--- config.mk ---
export PLATFORM = sky130hd
export DESIGN_NAME = shiftcorr_pipe
export DESIGN_NICKNAME = d
export VERILOG_FILES = /design/src/rtl/shiftcorr_pipe.sv
export SDC_FILE = /design/constraint.sdc
export NUM_CORES = 1
export LEC_CHECK = 0
export BUFFER_PORTS_ARGS = -buffer_cell sky130_fd_sc_hd__clkbuf_2
export CELL_PAD_IN_SITES_DETAIL_PLACEMENT = 1
export CELL_PAD_IN_SITES_GLOBAL_PLACEMENT = 1
export CORE_MARGIN = 4
export CORE_UTILIZATION = 34
export CTS_CLUSTER_DIAMETER = 150
export DETAILED_ROUTE_END_ITERATION = 6
export PLACE_DENSITY_LB_ADDON = 0.1
export SLEW_MARGIN = 20
export SYNTH_ARGS = -nofsm -noshare
export SYNTH_HDL_FRONTEND = slang
export SYNTH_SLANG_ARGS = --single-unit
export TNS_END_PERCENT = 1
--- constraint.sdc ---
create_clock -name clk -period 1.7 [get_ports clk]
set_clock_uncertainty 0.2 [all_clocks]
set_input_delay 0.34 -clock clk [delete_from_list [all_inputs] [get_ports clk]]
set_output_delay 0.34 -clock clk [all_outputs]
set_load 0.005 [all_outputs]
--- src/rtl/shiftcorr_pipe.sv ---
// shiftcorr_pipe: LZA overshift / divsqrt range correction ahead of an elastic STAGES-deep valid/ready pipeline
module shiftcorr_pipe #(
  parameter int NSH = 110,
  parameter int NE = 11,
  parameter int STAGES = 2,
  parameter int TAGW = 5,
  localparam int CSH = NSH - 3,
  localparam int EW = NE + 2
) (
  input  logic            clk,
  input  logic            reset_n,
  input  logic            Flush,
  input  logic            InValid,
  output logic            InReady,
  input  logic [TAGW-1:0] InTag,
  input  logic [1:0]      Op,
  input  logic [NSH-1:0]  Shifted,
  input  logic [EW-1:0]   NormSumExp,
  input  logic            FmaPreSubnorm,
  input  logic            FmaSZero,
  input  logic [EW-1:0]   DivUe,
  input  logic            DivResSubnorm,
  input  logic            DivShiftPos,
  output logic            OutValid,
  input  logic            OutReady,
  output logic [TAGW-1:0] OutTag,
  output logic [CSH-1:0]  Mf,
  output logic [EW-1:0]   FmaMe,
  output logic [EW-1:0]   Ue,
  output logic [1:0]      Corr
);
  localparam int W = TAGW + CSH + 2 * EW + 2;
  logic [1:0] corr;
  logic [CSH-1:0] win, mf;
  logic [EW-1:0] fme, ue;
  logic pass, res_sub, acc;
  logic [STAGES-1:0] v, adv, ld;
  logic [W-1:0] d [STAGES];
  always_comb begin
    corr = Shifted[NSH-1] ? 2'd2 : Shifted[NSH-2] ? 2'd1 : 2'd0;
    win = corr == 2'd2 ? Shifted[NSH-2:2] : corr == 2'd1 ? Shifted[NSH-3:1] : Shifted[NSH-4:0];
    pass = Op[1];
    mf = (pass | (Op[0] & DivResSubnorm)) ? Shifted[NSH-1:3] : win;
    res_sub = FmaPreSubnorm & (corr == 2'd0) & ~Shifted[NSH-3];
    fme = (pass | FmaSZero | res_sub) ? '0 : NormSumExp + EW'(corr) + EW'(FmaPreSubnorm);
    ue = (pass | (DivResSubnorm & DivShiftPos)) ? '0 : DivUe - EW'(corr == 2'd0);
  end
  // a stage moves unless it and every stage after it are full while the consumer stalls
  for (genvar i = 0; i < STAGES; i++) begin : g_adv
    assign adv[i] = v[i] & (OutReady | ~&v[STAGES-1:i]);
  end
  assign InReady = ~Flush & (~v[0] | adv[0]);
  assign acc = InValid & InReady;
  assign ld = (adv << 1) | STAGES'(acc);
  always_ff @(posedge clk or negedge reset_n)
    if (!reset_n) begin
      v <= '0;
      for (int k = 0; k < STAGES; k++) d[k] <= '0;
    end else begin
      v <= Flush ? '0 : ld | (v & ~adv);
      if (ld[0]) d[0] <= {InTag, mf, fme, ue, corr};
      for (int k = 1; k < STAGES; k++) if (ld[k]) d[k] <= d[k-1];
    end
  assign OutValid = v[STAGES-1];
  assign {OutTag, Mf, FmaMe, Ue, Corr} = d[STAGES-1];
endmodule
==> flow_summary.ini <==
[run_status]
run_status = complete, but fails checks
violations = setup timing

[clock_tree]
clock_path_buffers = 3
tritoncts = yes
clock_latency_ns = 0.54
numCtsBuffers = 37
clkSinkCount = 282
cts-root-buf = clkbuf_16
h-tree-depth = 2
clk_pin_slew_ns = 0.06

[sta]
rsz0062_at_grt = true
maxSlewHeadroom_pct = 57.8
maxSlewViolCount = 0
final-setup-viol-count = 266
period_share_pct = 114
setup_ws_ns = -0.245
max_freq_mhz = 514
worst_pin_slew_ns = 0.633
hold_viol_final = 0
fin_crit_ns = 1.94

[drt]
wl_per_cell_um = 18.9
final_antenna_net_count = 0
drc = 0
viasPerCell = 4.91
wl_mm = 44.7
vias = 11600
dr.pass1.iters = 4
drt_iter0_markers = 388

[setup_path]
worstPathRequired_ns = 1.16
critPathSlowestCell = dfrtp_1
crit_family = flip-flops
crit_arrival_ns = 1.40
slowest_delay_ns = 0.39
critPathMaxFanout = 2
path_cells = buf_6 > and3_4 > nor2_4 > clkbuf_2
crit_path_start_kind = flip-flop
crit_buf_inv = 2
worstSetupPathType = flip-flop to output pin
cp-end-kind = output pin

[floorplan]
dieArea_um2 = 47000
die_y_um = 217
row_count = 76
pin_count = 294
die_w_um = 217
start_util_pct = 34.4
core_um2 = 43100

[placement]
place_area_um2 = 16500
gp_congestion = 0.804
place_hpwl_mm = 30.4
io_buffer_count = 293

[grt]
grt.overflow.total = 0
met1_usage_pct = 25.2
antenna_found_initial = 1
use_met3_pct = 3.42
grt_usage_pct = 18.8
grt_pass1_vias = 12500
grt_pass1_wl_mm = 71.6
gr-usage-met2_pct = 31.2
grt.busiest_layer = met2
grt_max_degree = 114

[synth]
postSynthAreaPerCell_um2 = 10.2
yosysTopAreaCell = dfrtp_1
synthTopCellsByArea = dfrtp_1 (48%), mux2_2 (11%), buf_4 (7.2%), mux2i_1 (7.1%), nand2_1 (6.3%)
synth-edff-count = 0
synthArstFlopShare_pct = 100
synth.top_cell.area_share_pct = 47.6
netlist_instances = 1454
ys.flop_type = dfrtp_1
synthesis.area_um2 = 14800
ys_warn_count = 0
syn_nets = 1611
ys_seq_area_share_pct = 47.6
synth-seq-cells = 282
synth_cell_types = 44

[layout]
post-route-cell-area_um2 = 19300
final_net_count = 1914
drive_gt1_share_pct = 33.2
area_delta_synth_final_pct = 30.4

[pwr]
finalPower_mw = 20.8
p_leak_nw = 8.83
p_per_area_nw_per_um2 = 1080
irDropWorstVdd_mv = 0.645

[min_path]
hold_path_class = input port to flip-flop

[run]
maxCapViolCount = 0
==> cell usage after synthesis (2+ instances only) <==
master      n
buf_4     143
nand2_1   249
buf_1       9
a21o_1      2
o21ai_0    11
inv_1       9
nor3_1      3
nand4_1     5
ha_1        3
mux2_2    140
fa_1        2
o21ai_1     5
a21oi_1     5
a31oi_1   105
and3_1      3
nor4_2      2
xor2_1     10
xnor2_1    12
nor2_1    117
clkbuf_1   48
nand3_1     4
o211ai_1  105
a22o_1     14
mux2i_1   105
dfrtp_1   282
buf_2      43
==> cells in the final DEF (no fill, tap or decap), types with 9 or more instances in the layout <==
cell	count
nor2_1	114
mux2_4	11
o211ai_1	105
clkinv_2	9
a31oi_1	105
xor2_1	10
xnor2_1	12
nand2_1	248
mux2_2	129
o21ai_1	12
dlygate4sd3_1	133
mux2i_1	105
buf_12	36
dfrtp_1	282
buf_4	37
clkbuf_2	290
a22o_1	14
clkbuf_16	42
==> tightest hold or removal path: cells and delay by family <==
kind,cells,cell delay (ns)
buffers and inverters,2,0.22
xor gates and xnor gates,1,0.13
AOI/OAI and AO/OA,1,0.06
==> cell type report <==
type / count / area (um2)
multi-input combinational: 919 / 6330
clock buffer: 55 / 1120
fill: 4830 / 23800
timing repair buffer: 507 / 3960
antenna: 2 / 5.00
clock inverter: 12 / 68.8
sequential: 282 / 7060
tap: 585 / 732
inverter: 10 / 42.5
==> power by group <==
part / total, mW / switching (mW) / internal, mW
registers: 8.76 / 0.755 / 8.01
logic: 4.46 / 2.11 / 2.35
clock network: 7.60 / 3.06 / 4.54
total: 20.8 / 5.92 / 14.9
==> logic make-up after synthesis <==
kind of cell / Yosys count / synth area share, %
compound gates: 251 / 11.6
xor+xnor: 22 / 1.30
fa+ha+maj: 5 / 0.524
buf+inv: 253 / 10.4
flops: 282 / 47.6
mux: 245 / 17.7
simple gates: 396 / 10.8
==> state kept, by name (all words and copies together) (netlist names) <==
signal / flops
v: 2
FmaMe: 13
Corr: 2
Ue: 13
OutTag: 5
d: 140
Mf: 107
==> metrics by stage <==
stage	utilization [%]	TNS [ns]	hold WS (ns)	instances	setup slack, ns
after floorplan	-	-8.78	-0.156	1454	-0.797
after global placement	38.4	-32.87	0.0662	2160	-0.661
after detailed placement	38.4	-35.73	0.0716	2160	-0.715
after CTS	44.5	-18.23	0.0235	2363	-0.296
after global routing	44.8	-53.68	0.0314	2371	-0.308
final	44.8	-32.70	0.0500	2372	-0.245
==> per-layer routing <==
layer  share of wire [%]  routed length [um]
met3                 4.3                1930
met5                   0                   0
met4                 2.2                 983
met1                  45               20200
met2                  48               21600
==> worst paths after layout <==
kind,slack (ns),start,cells after the start,to
setup reg to reg,-0.21,v[1],9,d[266]
hold reg to reg,0.27,d[275],2,d[275]
min in group asynchronous,0.11,reset_n,2,Mf[46]
max in group asynchronous,0.55,reset_n,3,Mf[16]
hold / removal,0.05,DivUe[3],4,d[145]
setup / recovery,-0.24,v[1],4,InReady
==> what timing repair did <==
action | 4_1_cts | 5_1_grt
hold buffers | 133 | 0
hold endpoints to repair | 367 | 0
buffers inserted | 3 | 4
pin swaps | 4 | 3
gates cloned | 0 | 3
resized for setup | 21 | 12
setup endpoints to repair | 173 | 270
Note: power is estimated with default switching activity, not from simulation.
